[src/rtl/axis_frame_pad_pkg.sv]
// Shared types for axis_frame_pad: FSM state encoding, the 26-bit stream beat
// layout and its field widths.
package axis_frame_pad_pkg;

    localparam int DATA_W = 8;
    localparam int ID_W   = 8;
    localparam int DEST_W = 8;
    localparam int USER_W = 1;
    localparam int BEAT_W = DATA_W + 1 + ID_W + DEST_W + USER_W;

    typedef enum logic [1:0] {
        ST_XFER  = 2'd0,
        ST_PAD   = 2'd1,
        ST_TRUNC = 2'd2
    } state_e;

    // Field order matches the frame FIFO so beats can be passed through unchanged
    typedef struct packed {
        logic [DATA_W-1:0] data;
        logic              last;
        logic [ID_W-1:0]   id;
        logic [DEST_W-1:0] dest;
        logic [USER_W-1:0] user;
    } beat_t;

    function automatic beat_t make_beat(
        input logic [DATA_W-1:0] data,
        input logic              last,
        input logic [ID_W-1:0]   id,
        input logic [DEST_W-1:0] dest,
        input logic [USER_W-1:0] user
    );
        beat_t b;
        b.data = data;
        b.last = last;
        b.id   = id;
        b.dest = dest;
        b.user = user;
        return b;
    endfunction

endpackage

[src/rtl/axis_frame_pad_out_reg.sv]
// axis_out_reg: single-entry registered AXI-Stream output stage. It exposes
// load_en so the producer knows when a new beat may be written.
module axis_out_reg
    import axis_frame_pad_pkg::*;
(
    input  logic              clk,
    input  logic              rst,
    input  logic              beat_valid_i,
    input  logic [BEAT_W-1:0] beat_i,
    output logic              load_en_o,
    output logic [7:0]        m_axis_tdata_o,
    output logic              m_axis_tkeep_o,
    output logic              m_axis_tvalid_o,
    input  logic              m_axis_tready_i,
    output logic              m_axis_tlast_o,
    output logic [7:0]        m_axis_tid_o,
    output logic [7:0]        m_axis_tdest_o,
    output logic              m_axis_tuser_o
);

    beat_t beat_q, beat_d;
    logic  valid_q, valid_d;

    assign load_en_o = m_axis_tready_i | ~valid_q;

    // Payload only moves when a real beat is written, so it is stable under stall
    always_comb begin
        valid_d = valid_q;
        beat_d  = beat_q;
        if (load_en_o) begin
            valid_d = beat_valid_i;
            if (beat_valid_i) begin
                beat_d = beat_t'(beat_i);
            end
        end
    end

    always_ff @(posedge clk) begin
        if (!rst) begin
            valid_q <= 1'b0;
            beat_q  <= '0;
        end else begin
            valid_q <= valid_d;
            beat_q  <= beat_d;
        end
    end

    assign m_axis_tvalid_o = valid_q;
    assign m_axis_tdata_o  = beat_q.data;
    assign m_axis_tlast_o  = beat_q.last;
    assign m_axis_tid_o    = beat_q.id;
    assign m_axis_tdest_o  = beat_q.dest;
    assign m_axis_tuser_o  = beat_q.user;
    assign m_axis_tkeep_o  = 1'b1;

endmodule

[src/rtl/axis_frame_pad.sv]
// axis_frame_pad: pads AXI-Stream frames shorter than MIN_LEN with PAD_BYTE.
// Define AXIS_FRAME_PAD_TRUNC_EN to also cut frames at MAX_LEN (tuser=1 on the cut beat).
module axis_frame_pad
    import axis_frame_pad_pkg::*;
#(
    parameter int         MIN_LEN   = 60,
    parameter int         MAX_LEN   = 1518,
    parameter int         LEN_WIDTH = 16,
    parameter logic [7:0] PAD_BYTE  = 8'h00
) (
    input  logic                 clk,
    input  logic                 rst,
    input  logic [7:0]           s_axis_tdata,
    input  logic                 s_axis_tkeep,
    input  logic                 s_axis_tvalid,
    output logic                 s_axis_tready,
    input  logic                 s_axis_tlast,
    input  logic [7:0]           s_axis_tid,
    input  logic [7:0]           s_axis_tdest,
    input  logic                 s_axis_tuser,
    output logic [7:0]           m_axis_tdata,
    output logic                 m_axis_tkeep,
    output logic                 m_axis_tvalid,
    input  logic                 m_axis_tready,
    output logic                 m_axis_tlast,
    output logic [7:0]           m_axis_tid,
    output logic [7:0]           m_axis_tdest,
    output logic                 m_axis_tuser,
    output logic                 status_pad,
    output logic                 status_trunc,
    output logic [LEN_WIDTH-1:0] status_frame_len
);

    localparam logic [LEN_WIDTH-1:0] MIN_L   = LEN_WIDTH'(MIN_LEN);
    localparam logic [LEN_WIDTH-1:0] MAX_L   = LEN_WIDTH'(MAX_LEN);
    localparam logic [LEN_WIDTH-1:0] CNT_MAX = '1;

    state_e               state_q, state_d;
    logic [LEN_WIDTH-1:0] cnt_q, cnt_d;
    logic [LEN_WIDTH-1:0] len_q, len_d;
    logic [LEN_WIDTH-1:0] cnt_inc;
    logic [ID_W-1:0]      pad_id_q, pad_id_d;
    logic [DEST_W-1:0]    pad_dest_q, pad_dest_d;
    logic [USER_W-1:0]    pad_user_q, pad_user_d;
    logic                 pad_q, pad_d;
    logic                 trunc_d;
    logic                 load_en;
    logic                 out_valid;
    beat_t                out_beat;

    // Saturating so very long frames report all-ones instead of wrapping
    assign cnt_inc = (cnt_q == CNT_MAX) ? cnt_q : cnt_q + LEN_WIDTH'(1);

    always_comb begin
        state_d       = state_q;
        cnt_d         = cnt_q;
        len_d         = len_q;
        pad_id_d      = pad_id_q;
        pad_dest_d    = pad_dest_q;
        pad_user_d    = pad_user_q;
        pad_d         = 1'b0;
        trunc_d       = 1'b0;
        s_axis_tready = 1'b0;
        out_valid     = 1'b0;
        out_beat      = '0;

        case (state_q)
            ST_XFER: begin
                s_axis_tready = load_en;
                if (s_axis_tvalid && load_en) begin
                    out_valid = 1'b1;
                    out_beat  = make_beat(s_axis_tdata, 1'b0, s_axis_tid,
                                          s_axis_tdest, s_axis_tuser);
                    if (s_axis_tlast && (cnt_inc < MIN_L)) begin
                        pad_id_d   = s_axis_tid;
                        pad_dest_d = s_axis_tdest;
                        pad_user_d = s_axis_tuser;
                        pad_d      = 1'b1;
                        cnt_d      = cnt_inc;
                        state_d    = ST_PAD;
                    end else if (s_axis_tlast) begin
                        out_beat.last = 1'b1;
                        cnt_d         = '0;
                        len_d         = cnt_inc;
`ifdef AXIS_FRAME_PAD_TRUNC_EN
                    end else if (cnt_inc == MAX_L) begin
                        out_beat.last = 1'b1;
                        out_beat.user = 1'b1;
                        trunc_d       = 1'b1;
                        len_d         = MAX_L;
                        cnt_d         = '0;
                        state_d       = ST_TRUNC;
`endif
                    end else begin
                        cnt_d = cnt_inc;
                    end
                end
            end

            ST_PAD: begin
                if (load_en) begin
                    out_valid = 1'b1;
                    out_beat  = make_beat(PAD_BYTE, 1'b0, pad_id_q,
                                          pad_dest_q, pad_user_q);
                    if (cnt_inc == MIN_L) begin
                        out_beat.last = 1'b1;
                        len_d         = MIN_L;
                        cnt_d         = '0;
                        state_d       = ST_XFER;
                    end else begin
                        cnt_d = cnt_inc;
                    end
                end
            end

            ST_TRUNC: begin
                s_axis_tready = 1'b1;
                if (s_axis_tvalid && s_axis_tlast) begin
                    cnt_d   = '0;
                    state_d = ST_XFER;
                end
            end

            default: begin
                state_d = ST_XFER;
                cnt_d   = '0;
            end
        endcase

        // Never accept upstream data while reset is held
        if (!rst) begin
            s_axis_tready = 1'b0;
        end
    end

    always_ff @(posedge clk) begin
        if (!rst) begin
            state_q    <= ST_XFER;
            cnt_q      <= '0;
            len_q      <= '0;
            pad_id_q   <= '0;
            pad_dest_q <= '0;
            pad_user_q <= '0;
            pad_q      <= 1'b0;
        end else begin
            state_q    <= state_d;
            cnt_q      <= cnt_d;
            len_q      <= len_d;
            pad_id_q   <= pad_id_d;
            pad_dest_q <= pad_dest_d;
            pad_user_q <= pad_user_d;
            pad_q      <= pad_d;
        end
    end

`ifdef AXIS_FRAME_PAD_TRUNC_EN
    logic trunc_q;

    always_ff @(posedge clk) begin
        if (!rst) begin
            trunc_q <= 1'b0;
        end else begin
            trunc_q <= trunc_d;
        end
    end

    assign status_trunc = trunc_q;

    logic unused_inputs;
    assign unused_inputs = s_axis_tkeep;
`else
    assign status_trunc = 1'b0;

    logic unused_inputs;
    assign unused_inputs = ^{s_axis_tkeep, trunc_d, MAX_L};
`endif

    assign status_pad       = pad_q;
    assign status_frame_len = len_q;

    axis_out_reg u_out_reg (
        .clk             (clk),
        .rst             (rst),
        .beat_valid_i    (out_valid),
        .beat_i          (out_beat),
        .load_en_o       (load_en),
        .m_axis_tdata_o  (m_axis_tdata),
        .m_axis_tkeep_o  (m_axis_tkeep),
        .m_axis_tvalid_o (m_axis_tvalid),
        .m_axis_tready_i (m_axis_tready),
        .m_axis_tlast_o  (m_axis_tlast),
        .m_axis_tid_o    (m_axis_tid),
        .m_axis_tdest_o  (m_axis_tdest),
        .m_axis_tuser_o  (m_axis_tuser)
    );

endmodule

[config.mk]
export PLATFORM = sky130hd
export DESIGN_NAME = axis_frame_pad
export DESIGN_NICKNAME = d
export VERILOG_FILES = /design/src/rtl/axis_frame_pad_pkg.sv /design/src/rtl/axis_frame_pad_out_reg.sv /design/src/rtl/axis_frame_pad.sv
export SDC_FILE = /design/constraint.sdc
export NUM_CORES = 1
export LEC_CHECK = 0
export CAP_MARGIN = 10
export CORE_AREA = 2 2 115 117
export DETAILED_ROUTE_END_ITERATION = 7
export DIE_AREA = 0 0 117 119
export GPL_TIMING_DRIVEN = 1
export SYNTH_ARGS = -nofsm -noshare
export SYNTH_HDL_FRONTEND = slang
export SYNTH_SLANG_ARGS = --single-unit
[constraint.sdc]
create_clock -name clk -period 4.17 [get_ports clk]
set_input_delay 1.251 -clock clk [delete_from_list [all_inputs] [get_ports clk]]
set_output_delay 1.251 -clock clk [all_outputs]
set_load 0.01 [all_outputs]
==> results.json <==
{
  "fin_cells": 693,
  "drv_cap": 0,
  "ys_warn_count": 0,
  "seq_area_frac_synth_pct": 42.1,
  "grt_overflow": 0,
  "fin_crit_sh_pct": 93.8,
  "crit_family": "buffers and inverters",
  "wl_mm": 10.3,
  "ys_seq_elements": 78,
  "hold_slack_ps": 454,
  "dp_slack_ps": 16.8,
  "drive_gt1_share_pct": 7.74,
  "die_y_um": 119,
  "post_dp_cell_area_sq_um": 4550,
  "path_class": "input port to primary output",
  "syn_nets": 486,
  "relSlewSlack_pct": 48.1,
  "drt_iter0_drc": 178,
  "area_growth_pct": 31.8,
  "io_pins": 78,
  "avgSynthCellArea_sq_um": 8.17,
  "synth_commonest_cells": "78 x dfxtp_1, 69 x nor2_1, 46 x o21ai_0",
  "synth-async-reset-ratio_pct": 0,
  "drtAntennaViolNets": 0,
  "gp_congestion": 0.889,
  "critPathSlowestCell": "clkdlybuf4s50_1",
  "wl_per_cell_um": 14.9,
  "hpwlAfterDp_mm": 7.20,
  "ir_drop_mv": 0.203,
  "tns_ps": 0,
  "dpl.cell_count": 677,
  "post_cts.repair.setup_buffers": 0,
  "grt_pass1_wl_mm": 16.9,
  "first_pass_iters": 4,
  "rsz0062_at_grt": "false",
  "grt_pass1_vias": 3327,
  "required_ps": 2920,
  "worst_slew_pin_slew_ps": 776,
  "r2r_slack_ps": 890,
  "slowest_delay_ps": 510,
  "cts_root_buf": "clkbuf_16",
  "nets": 544,
  "antenna_found_initial": 0,
  "dieArea_sq_um": 13900,
  "hp-class": "flip-flop to flip-flop",
  "holdPathStages": 2,
  "finalCriticalPeriod_ps": 3910,
  "cp.arrival_ps": 2660,
  "crit_top_cell": "clkdlybuf4s50_1",
  "finalSetupViolCount": 0,
  "antennaDiodeCount": 0,
  "finalHoldViolations": 0,
  "synth_cell_types": 58,
  "grt_max_degree": 37,
  "grt_use_total_pct": 15.4,
  "slew_viol_final": 0,
  "cts_max_level": 3,
  "core_area_sq_um": 12900,
  "fin_skew_ps": 7.08,
  "synth_area_leader_cell": "dfxtp_1",
  "cp_max_fo": 11,
  "drc": 0,
  "worst_slack_ps": 258,
  "yosysMostFrequentCell": "dfxtp_1",
  "synth_edf_count": 0,
  "syn-cell-area_sq_um": 3710,
  "stdcell_area_sq_um": 4880,
  "cts_tree": "done",
  "max_freq_ghz": 0.256,
  "rr_worst_depth": 9,
  "dieWidth_um": 117,
  "utilization_pct": 37.9,
  "critical_path_depth": 4,
  "io_buffers": 74,
  "numCtsBuffers": 9,
  "clk_latency_ps": 340,
  "rows": 42,
  "start_util_pct": 28.8,
  "netlist_instances": 454,
  "p_per_area_nw_per_um2": 397,
  "clk_pin_slew_ps": 60,
  "synth_top_area_share_pct": 42.1,
  "start_kind": "input port",
  "outcome": "completed",
  "crit_buf_inv": 2,
  "cts_buffer_depth": 2,
  "p_leak_nw": 1.88,
  "via_per_inst": 5.03,
  "synth_flop_cell": "dfxtp_1",
  "fin_total_pwr_mw": 1.94,
  "yosys-top-cells-area": "dfxtp_1 42%, nor2_1 7.0%, o21ai_0 6.2%, a21oi_1 5.9%, mux2i_1 5.4%",
  "path_cells": "clkdlybuf4s50_1 > nor2b_2 > nor3_1 > clkdlybuf4s50_1",
  "end_kind": "primary output",
  "vias": 3485,
  "cts_num_sinks": 78
}
power breakdown:
part | switching (mW) | internal (mW) | total [mW]
clock | 0.303 | 0.573 | 0.875
combinational | 0.129 | 0.123 | 0.251
sequential | 0.0287 | 0.783 | 0.812
total | 0.460 | 1.48 | 1.94
kinds of logic (layout without fill, tap and decap cells):
group | after synthesis | count (layout) | share of synthesized area, %
AOI/OAI and AO/OA | 135 | 135 | 22.8
adders and majority gates | 1 | 1 | 0.337
buffers and inverters | 38 | 101 | 5.20
muxes | 21 | 21 | 5.70
xor gates and xnor gates | 6 | 6 | 1.42
DFF | 78 | 78 | 42.1
other | 2 | 2 | 0.203
and+or+nand+nor | 173 | 173 | 22.2
worst paths after layout:
kind / startpoint / end
setup / recovery: m_axis_tready / s_axis_tready
setup reg to reg: cnt_q[0]$_SDFFE_PN0P_ / status_frame_len[11]$_SDFFE_PN0P_
hold reg to reg: status_frame_len[12]$_SDFFE_PN0P_ / status_frame_len[12]$_SDFFE_PN0P_
hold / removal: status_frame_len[12]$_SDFFE_PN0P_ / status_frame_len[12]$_SDFFE_PN0P_
worst register-to-register path: cells and delay by family (launching register included):
family | cells | cell delay [ps]
and+or+nand+nor | 4 | 1170
AOI/OAI and AO/OA | 3 | 810
muxes | 1 | 440
DFF | 1 | 480
adders and majority gates | 1 | 290
state kept, by name, indices dropped and copies added, names as in the netlist, 8 cells and up:
register and cells:
cnt_q 16, u_out_reg.m_axis_tdest_o 8, pad_dest_q 8, pad_id_q 8, status_frame_len 16, u_out_reg.m_axis_tdata_o 8
u_out_reg.m_axis_tid_o 8
cell usage in the layout, fill, tap and decap left out, types with 3 or more instances in the layout:
| cell | synthesis | routed |
|---|---|---|
| a21oi_1 | 44 | 44 |
| nand2_1 | 40 | 40 |
| and4_1 | 5 | 5 |
| nand4_1 | 4 | 4 |
| a22o_1 | 13 | 13 |
| clkbuf_8 | 0 | 3 |
| clkdlybuf4s50_1 | 0 | 74 |
| clkbuf_16 | 0 | 9 |
| nand3_1 | 16 | 16 |
| o21ai_0 | 46 | 46 |
| xor2_1 | 3 | 3 |
| mux2i_1 | 20 | 20 |
| buf_4 | 6 | 8 |
| a31oi_1 | 6 | 6 |
| nand2b_1 | 3 | 3 |
| o2bb2ai_1 | 4 | 4 |
| nor2b_1 | 10 | 9 |
| and2_1 | 3 | 3 |
| xnor2_1 | 3 | 3 |
| dfxtp_1 | 78 | 78 |
| and3_1 | 3 | 3 |
| nor2_1 | 69 | 69 |
| or3_1 | 3 | 3 |
| nor3_1 | 5 | 5 |
| o221a_2 | 4 | 4 |
area by class of cell:
cell class	count	area (sq um)
Fill cell	1303	7990
Multi-Input combinational cell	338	1960
Sequential cell	78	1560
Timing Repair Buffer	82	801
Clock buffer	13	270
Tap cell	176	220
Clock inverter	3	65.1
Inverter	3	11.3
metal layers:
layer  share of wire (%)  wire length [um]  up-vias  GRT usage (%)
met1                  44              4570     1656           19.3
li1                    -                 -     1721              -
met3                 5.4               556       11           4.02
met5                   0                 0        -              0
met4                 1.7               177        0           5.00
met2                  49              5040       97           25.4
what timing repair did:
action	CTS	global route
endpoints found under the setup margin	0	1
gates resized for setup	0	1
hold buffers	0	0
Note: power is estimated with default switching activity, not from simulation.
